## src/rtl/edf_irq_ctrl.sv

```systemverilog
// Earliest-deadline-first interrupt controller core.
// Each irq line captures rising edges. A captured edge stamps an absolute deadline
// taken from the local time base. The line with the least signed slack is offered
// to the hart over a valid/ready claim. One claimed irq is tracked until it completes.
module edf_irq_ctrl #(
    parameter int NrInputs  = 32,
    parameter int PrioWidth = 8,
    localparam int IdxWidth = $clog2(NrInputs)
) (
    input  logic                          clk_i,
    input  logic                          rst_i,
    input  logic                          tick_i,
    input  logic [NrInputs-1:0]           irq_i,
    input  logic [NrInputs-1:0]           ie_i,
    input  logic [NrInputs*PrioWidth-1:0] reldl_i,
    output logic                          irq_valid_o,
    input  logic                          irq_ready_i,
    output logic [IdxWidth-1:0]           irq_id_o,
    output logic [PrioWidth-1:0]          irq_slack_o,
    input  logic                          cpl_valid_i,
    input  logic [IdxWidth-1:0]           cpl_id_i,
    output logic                          miss_o,
    output logic                          cpl_err_o
);

    localparam logic signed [PrioWidth-1:0] MostNeg = {1'b1, {(PrioWidth-1){1'b0}}};

    typedef enum logic [1:0] {
        IDLE   = 2'd0,
        OFFER  = 2'd1,
        ACTIVE = 2'd2
    } state_e;

    // A line that has missed its deadline competes with the most urgent possible slack
    function automatic logic signed [PrioWidth-1:0] arb_prio_f(
        input logic signed [PrioWidth-1:0] slack,
        input logic                        missed
    );
        return missed ? MostNeg : slack;
    endfunction

    state_e                        state_q, state_d;
    logic [PrioWidth-1:0]          time_q;
    logic [NrInputs-1:0]           irq_q;
    logic [NrInputs-1:0]           pending_q, pending_d;
    logic [NrInputs-1:0]           miss_q, miss_d;
    logic [PrioWidth-1:0]          dl_q [NrInputs];
    logic signed [PrioWidth-1:0]   slack [NrInputs];
    logic signed [PrioWidth-1:0]   arb_in [NrInputs];
    logic [NrInputs-1:0]           slack_neg;
    logic [NrInputs-1:0]           rise, claim_vec, load_vec, arb_req;
    logic                          claim;
    logic                          arb_valid;
    logic [IdxWidth-1:0]           arb_idx;
    logic signed [PrioWidth-1:0]   arb_prio;
    logic                          latch;
    logic                          irq_valid_q, irq_valid_d;
    logic [IdxWidth-1:0]           id_q, active_q;
    logic signed [PrioWidth-1:0]   slack_q;
    logic                          cpl_err_q, cpl_err_d;

    assign claim = irq_valid_q & irq_ready_i;

    // Per-line slack against the current time and the value seen by the arbiter
    always_comb begin
        for (int i = 0; i < NrInputs; i++) begin
            slack[i]     = dl_q[i] - time_q;
            slack_neg[i] = slack[i][PrioWidth-1];
            arb_in[i]    = arb_prio_f(slack[i], miss_q[i]);
        end
    end

    // Capture, claim and miss bookkeeping; a claim re-arms its line so a coincident edge reloads it
    always_comb begin
        rise      = irq_i & ~irq_q;
        claim_vec = '0;
        if (claim) begin
            claim_vec[id_q] = 1'b1;
        end
        load_vec  = rise & (~pending_q | claim_vec);
        pending_d = (pending_q & ~claim_vec) | load_vec;
        miss_d    = (miss_q | (pending_q & slack_neg)) & ~claim_vec;
        arb_req   = pending_q & ie_i;
    end

    // Smallest signed slack wins; scanning upward with a strict compare favours the lower index
    always_comb begin
        arb_valid = 1'b0;
        arb_idx   = '0;
        arb_prio  = '0;
        for (int i = 0; i < NrInputs; i++) begin
            if (arb_req[i] && (!arb_valid || (arb_in[i] < arb_prio))) begin
                arb_valid = 1'b1;
                arb_idx   = IdxWidth'(i);
                arb_prio  = arb_in[i];
            end
        end
    end

    // Offer/service sequencing and completion checking
    always_comb begin
        state_d     = state_q;
        latch       = 1'b0;
        irq_valid_d = 1'b0;
        cpl_err_d   = cpl_valid_i && !((state_q == ACTIVE) && (cpl_id_i == active_q));
        case (state_q)
            IDLE: begin
                if (arb_valid) begin
                    latch   = 1'b1;
                    state_d = OFFER;
                end
            end
            OFFER: begin
                if (claim) begin
                    state_d = ACTIVE;
                end else begin
                    irq_valid_d = 1'b1;
                end
            end
            ACTIVE: begin
                if (cpl_valid_i && (cpl_id_i == active_q)) begin
                    state_d = IDLE;
                end
            end
            default: state_d = IDLE;
        endcase
    end

    // Time base and per-line pending/deadline/miss state
    always_ff @(posedge clk_i or posedge rst_i) begin
        if (rst_i) begin
            time_q    <= '0;
            irq_q     <= '0;
            pending_q <= '0;
            miss_q    <= '0;
            for (int i = 0; i < NrInputs; i++) begin
                dl_q[i] <= '0;
            end
        end else begin
            if (tick_i) begin
                time_q <= time_q + 1'b1;
            end
            irq_q     <= irq_i;
            pending_q <= pending_d;
            miss_q    <= miss_d;
            for (int i = 0; i < NrInputs; i++) begin
                if (load_vec[i]) begin
                    dl_q[i] <= time_q + reldl_i[i*PrioWidth +: PrioWidth];
                end
            end
        end
    end

    // State register, registered offer outputs and in-service id
    always_ff @(posedge clk_i or posedge rst_i) begin
        if (rst_i) begin
            state_q     <= IDLE;
            irq_valid_q <= 1'b0;
            id_q        <= '0;
            slack_q     <= '0;
            active_q    <= '0;
            cpl_err_q   <= 1'b0;
        end else begin
            state_q     <= state_d;
            irq_valid_q <= irq_valid_d;
            cpl_err_q   <= cpl_err_d;
            if (latch) begin
                id_q    <= arb_idx;
                slack_q <= arb_prio;
            end
            if (claim) begin
                active_q <= id_q;
            end
        end
    end

    assign irq_valid_o = irq_valid_q;
    assign irq_id_o    = id_q;
    assign irq_slack_o = slack_q;
    assign miss_o      = |miss_q;
    assign cpl_err_o   = cpl_err_q;

endmodule

```

## config.mk

```make
export PLATFORM = sky130hd
export DESIGN_NAME = edf_irq_ctrl
export DESIGN_NICKNAME = d
export VERILOG_FILES = /design/src/rtl/edf_irq_ctrl.sv
export SDC_FILE = /design/constraint.sdc
export NUM_CORES = 2
export LEC_CHECK = 0
export ABC_AREA = 1
export CORE_AREA = 5 5 359 361
export CTS_BUF_LIST = sky130_fd_sc_hd__clkbuf_2 sky130_fd_sc_hd__clkbuf_4 sky130_fd_sc_hd__clkbuf_8
export CTS_CLUSTER_SIZE = 28
export DETAILED_ROUTE_END_ITERATION = 10
export DIE_AREA = 0 0 364 366
export GPL_ROUTABILITY_DRIVEN = 0
export PLACE_DENSITY = 0.61
export RECOVER_POWER = 25
export REMOVE_ABC_BUFFERS = 1
export SLEW_MARGIN = 20
export SYNTH_ARGS = -nofsm -noshare
export SYNTH_HDL_FRONTEND = slang
export SYNTH_SLANG_ARGS = --single-unit
```

## constraint.sdc

```tcl
create_clock -name clk_i -period 51.4 [get_ports clk_i]
set_input_delay 10.28 -clock clk_i [delete_from_list [all_inputs] [get_ports clk_i]]
set_output_delay 10.28 -clock clk_i [all_outputs]
set_load 0.03 [all_outputs]
```

======== Word level (Yosys, flattened, before mapping) ========
Index checks and enable logic that the tools add are counted.
operators by class
  mux-type cells .......................... 138
  add/sub/neg operators ................... 65
  reductions and logical operators ........ 101
  eq/ne operators ......................... 6
  bitwise gates (word level) .............. 13
  magnitude comparators ................... 33
operators with widths
  cell                                                                    number
  8-bit two-way mux                                                       64
  8-bit adder                                                             32
  8-bit subtractor                                                        32
  8-bit < comparator                                                      31
  32-bit bitwise AND                                                      6
  5-bit two-way mux                                                       30
  32-bit NOT                                                              3
  32-bit bitwise OR                                                       3
  1-bit two-way mux                                                       38
  1-bit logical AND                                                       35
  1-bit logical NOT                                                       32
  32-bit two-way mux                                                      1
  32-bit OR reduction                                                     1
  1-bit logical OR                                                        31
  8-bit by 1-bit adder with 8-bit output (second input constant)          1
  5-bit by 6-bit < comparator with 1-bit output (second input constant)   1
  2-bit two-way mux                                                       3
  2-bit one-hot mux with 3 select lines                                   1
  1-bit demux with 5-bit select                                           1
  5-bit equality test                                                     1
  5-bit by 1-bit >= comparator with 1-bit output (second input constant)  1
  2-bit != test (second input constant)                                   2
  3-bit AND reduction                                                     1
  2-bit by 1-bit equality test with 1-bit output (second input constant)  1
  other kinds (4)                                                         4
word-level totals
  bits in registers ....................... 382
  input bits .............................. 330
  logic and storage cells ................. 398
  output and inout port bits .............. 16

======== Longest topological paths before layout ========
  word-level depth ........................ 129
  depth in mapped cells ................... 419

======== Least setup slack after synthesis ========
No wires, ideal clock.
  kind .................................... input to register
  start ................................... in ie_i[0]
  end ..................................... reg slack_q[1] (netlist: irq_slack_o[1])
  setup slack ............................. 2.810 ns
  stages .................................. 329
  path buffers ............................ 31
  library setup time ...................... 0.115 ns
  data arrival time ....................... 48.474 ns
  cell sequence ........................... nand2_1 nor2_1 nand3b_1 ha_1 a21oi_1 o21bai_1 a21oi_1 nand3_1 nand3_2 nand2_2 clkbuf_8 nand2_1 o21ai_0 ha_1 a21oi_1 o21a_1 nand2_1 nand2_1 [... 293 more ...] nand2_1 nand3_2 nand2_4 buf_6 nand2_1 o21ai_1 ha_1 a21oi_1 nor2_1 a211oi_1 nand2_1 nand2_2 nand3_4 nand2_4 buf_12 nand2_2 nand3_2 nand2_2
between the ends
  word-level cells in the longest chain between the ends .. 128
RTL lines
  element                                                         line  source
  start, declared                                                 14    input logic [NrInputs-1:0] ie_i,
  32-bit bitwise AND *                                            83    arb_req = pending_q & ie_i;
  8-bit two-way mux / 1-bit two-way mux (equally long branches)   92    if (arb_req[i] && (!arb_valid || (arb_in[i] < arb_prio))) begin
  8-bit < comparator / 1-bit logical NOT (equally long branches)  92
  1-bit logical OR                                                92
  1-bit logical AND                                               92
  8-bit two-way mux / 1-bit two-way mux (equally long branches)   92
  8-bit < comparator / 1-bit logical NOT (equally long branches)  92
  1-bit logical OR                                                92
  [... 112 more ...]                                              n/a
  1-bit logical AND                                               92
  8-bit two-way mux / 1-bit two-way mux (equally long branches)   92
  8-bit < comparator / 1-bit logical NOT (equally long branches)  92
  1-bit logical OR                                                92
  1-bit logical AND                                               92
  1-bit two-way mux                                               92
  1-bit two-way mux                                               108   if (arb_valid) begin
  1-bit two-way mux                                               106   case (state_q)
  end signal, assigned                                            169   slack_q <= arb_prio;
  end, declared                                                   59    logic signed [PrioWidth-1:0] slack_q;
Mark *: on every way between the ends. The rest lies on a longest branch, timed or not.
A chain may end at the register's enable or synchronous reset.

======== Worst setup path after layout ========
  start ................................... in ie_i[0]
  end ..................................... reg slack_q[6] (netlist: irq_slack_o[6])
Same word-level chain as after synthesis.

==> impl_metrics.sql <==
INSERT INTO impl_metrics (metric_group, metric, value, unit) VALUES
('floorplanning', 'boundaryPins', '346', ''),
('worst_setup_path', 'crit_path_start_kind', 'primary input', ''),
('worst_setup_path', 'worst_setup_path_end_kind', 'flop', ''),
('worst_setup_path', 'r2r.worst_path.cells', '312', ''),
('clock_network', 'clk_latency', '0.73', 'ns'),
('worst_setup_path', 'critical_path.reg2reg.startpoint', 'time_q[1]', ''),
('detailed_routing', 'met2_wirelength', '64300', 'um'),
('worst_setup_path', 'worst-r2r-setup-slack', '9.55', 'ns'),
('layout', 'drive_above_1_share', '0.0933', ''),
('detailed_routing', 'drt_first_iter_violations', '2797', ''),
('logic_synthesis', 'dominantRegCellSynth', 'sky130_fd_sc_hd__dfrtp_1', ''),
('logic_synthesis', 'synth_largest_area_cell', 'sky130_fd_sc_hd__dfrtp_1', ''),
('layout', 'area_growth_syn_to_layout', '22.3', '%'),
('logic_synthesis', 'synthesis.area', '0.0411', 'mm2'),
('grt', 'number_of_global_route_vias_before_repair', '37700', ''),
('logic_synthesis', 'synth-seq-area-share', '0.233', ''),
('layout', 'post_route_design_area', '0.0502', 'mm2'),
('logic_synthesis', 'async_reset_ff_frac', '1.00', ''),
('timing', 'timing_worst_slew_pin_value', '5.94', 'ns'),
('hold_path', 'hold_depth', '1', ''),
('logic_synthesis', 'synth_mux_area_frac', '0', ''),
('timing', 'timing.final.max_slew_violations', '122', ''),
('clock_network', 'path_clk_slew', '0.06', 'ns'),
('logic_synthesis', 'yosys_warnings', '0', ''),
('logic_synthesis', 'syn_avg_cell_area', '7.11', 'um2'),
('power', 'peakVddDrop', '0.0291', 'mV'),
('worst_setup_path', 'worst-setup-path-type', 'in2reg', ''),
('timing', 'final_period_minus_worst_setup_slack', '49.28', 'ns'),
('logic_synthesis', 'yosys.area.top_type_share', '0.233', ''),
('grt', 'antenna_found_initial', '19', ''),
('timing', 'setup_viol_count_final', '0', ''),
('logic_synthesis', 'synth_enable_flop_cells', '0', ''),
('detailed_routing', 'wirelength_met1', '64400', 'um'),
('floorplanning', 'die_x', '364', 'um'),
('worst_setup_path', 'delay_of_the_slowest_cell_on_the_worst_path', '0.36', 'ns'),
('logic_synthesis', 'netlist_top_cells_count', 'sky130_fd_sc_hd__nand2_1, sky130_fd_sc_hd__inv_1, sky130_fd_sc_hd__nor2_1, sky130_fd_sc_hd__ha_1, sky130_fd_sc_hd__o21ai_0', ''),
('clock_network', 'sink_count', '382', ''),
('detailed_routing', 'dr_wl_met3', '9830', 'um'),
('detailed_routing', 'routedWlPerCell', '17.9', 'um'),
('detailed_routing', 'dr.max_layer_used', 'met4', ''),
('timing', 'final_hold_viol_count', '0', ''),
('flow_run', 'timing.max_cap.violations', '1', ''),
('logic_synthesis', 'synth_compound_area_frac', '0.156', ''),
('floorplanning', 'start_util', '0.329', ''),
('floorplanning', 'die_h', '366', 'um'),
('grt', 'global_route.overflow_total', '0', ''),
('floorplanning', 'floorplan.core_area', '0.125', 'mm2'),
('detailed_routing', 'firstDrtPassIters', '7', ''),
('logic_synthesis', 'largest_family_of_logic_cells_by_synthesized_area', 'adder cells', ''),
('worst_setup_path', 'crit-reg2reg-capture', 'irq_slack_o[6]', ''),
('grt', 'global_route.usage.total', '0.204', ''),
('clock_network', 'cts_htree_levels', '3', ''),
('detailed_routing', 'drc', '0', ''),
('timing', 'min_period_over_period', '0.959', ''),
('status', 'status', 'finished with violations', ''),
('grt', 'maximum_number_of_pins_on_one_net_before_global_route_repair', '122', ''),
('worst_setup_path', 'cp.required', '52.02', 'ns'),
('worst_setup_path', 'worst-endpoint-arrival', '49.90', 'ns'),
('place', 'placedCellCount', '7776', ''),
('logic_synthesis', 'ys_top_cells_by_area', 'sky130_fd_sc_hd__dfrtp_1, sky130_fd_sc_hd__ha_1, sky130_fd_sc_hd__nand2_1', ''),
('clock_network', 'tritoncts.num_buffers', '79', ''),
('logic_synthesis', 'postSynthCellCount', '5780', ''),
('place', 'detailed_place.area', '0.0466', 'mm2'),
('logic_synthesis', 'ys_types', '48', ''),
('status', 'violations', 'capacitance limit, slew limit', ''),
('layout', 'fin_nets', '7358', ''),
('clock_network', 'cell_chosen_for_the_clock_root', 'sky130_fd_sc_hd__clkbuf_8', ''),
('grt', 'grt_pass1_wl', '211000', 'um'),
('detailed_routing', 'routed_via_density', '4.98', ''),
('layout', 'fin_cells', '8018', ''),
('clock_network', 'tritoncts', 'done', '');
-- flip-flops by register name, indices dropped and copies added (netlist names) --
name and cells:
dl_q 256, irq_q 32, miss_q 32, pending_q 32, irq_slack_o 8, time_q 8
active_q 5, irq_id_o 5, state_q 2, cpl_err_o 1, irq_valid_o 1
-- power breakdown --
group          internal (uW)  total (uW)  leakage (uW)  switching [uW]
Sequential               368         433       0.00453            65.4
Clock                    216         370      0.000936             155
Combinational            574        1560        0.0204             989
-- layout by cell type (no fill, tap or decap), types with 21 or more instances in the layout --
master,Yosys,layout
sky130_fd_sc_hd__o31ai_1,57,57
sky130_fd_sc_hd__a21oi_2,0,31
sky130_fd_sc_hd__buf_4,6,124
sky130_fd_sc_hd__nand2_4,5,50
sky130_fd_sc_hd__nand3_1,143,134
sky130_fd_sc_hd__fa_1,64,64
sky130_fd_sc_hd__nand2_1,1110,1105
sky130_fd_sc_hd__xnor2_1,90,90
sky130_fd_sc_hd__nor3_1,161,151
sky130_fd_sc_hd__nand2_2,66,53
sky130_fd_sc_hd__o21ai_1,2,93
sky130_fd_sc_hd__o21ai_0,584,421
sky130_fd_sc_hd__inv_1,897,890
sky130_fd_sc_hd__o21bai_1,24,24
sky130_fd_sc_hd__o21ai_2,5,77
sky130_fd_sc_hd__nor2_1,687,686
sky130_fd_sc_hd__clkbuf_8,19,100
sky130_fd_sc_hd__clkdlybuf4s50_1,0,308
sky130_fd_sc_hd__xor2_1,159,159
sky130_fd_sc_hd__a21oi_1,436,405
sky130_fd_sc_hd__dlygate4sd3_1,0,36
sky130_fd_sc_hd__dfrtp_1,382,374
sky130_fd_sc_hd__nand3_4,1,25
sky130_fd_sc_hd__ha_1,666,658
sky130_fd_sc_hd__nand3_2,35,21
-- layout make-up --
cell class / count / area, um2
well taps: 1650 / 2060
fillers: 12800 / 74800
repair buffers: 472 / 4430
flip-flops and latches: 382 / 9570
clock buffers: 115 / 1490
inverters: 911 / 3440
multi-input cells: 4452 / 28900
clock inverters: 25 / 287
diodes: 11 / 27.5
-- routing by layer --
| metal | GRT usage | vias to the layer above |
|---|---|---|
| met2 | 0.330 | 1155 |
| li1 | - | 20100 |
| met1 | 0.276 | 18400 |
| met3 | 0.0350 | 251 |
| met5 | 0 | - |
| met4 | 0.0686 | 0 |
-- worst max-delay path, delay by kind of cell --
kind,cells,cell delay [ns]
AND/OR/NAND/NOR,166,16.60
buffers and inverters,16,1.73
adder cells (fa/ha/maj),31,9.14
AO/OA/AOI/OAI,87,12.09
-- how the worst max path moves through the flow --
stage               startpoint             end  slack [ns]  cells past startpoint
floorplan              ie_i[0]  irq_slack_o[5]        4.18                    251
global placement       ie_i[0]  irq_slack_o[5]       -0.83                    266
detailed placement     ie_i[0]  irq_slack_o[6]       -2.60                    259
CTS                    ie_i[0]  irq_slack_o[6]        0.07                    295
global route           ie_i[0]  irq_slack_o[6]       -0.89                    309
finish                 ie_i[0]  irq_slack_o[6]        2.12                    300
-- per-stage QoR --
stage	worst slack, ns	power (uW)	hold slack [ns]
after CTS	0.0678	2310	0.445
after global routing	-0.887	2610	0.457
final	2.12	2370	0.446
after floorplan	4.18	1470	0.425
after global placement	-0.825	1890	0.428
after detailed placement	-2.60	1920	0.439
-- logic make-up after synthesis --
kind of cell,Yosys count
simple gates,2242
compound gates,1193
buf+inv,984
fa+ha+maj,730
flops,382
xor+xnor,249
-- timing repair --
item / CTS / global route
cloned: 0 / 38
setup endpoints to repair: 14 / 14
buffers inserted: 0 / 53
pin swaps: 0 / 123
resized for setup: 68 / 321
(Power assumes the default switching activity.)
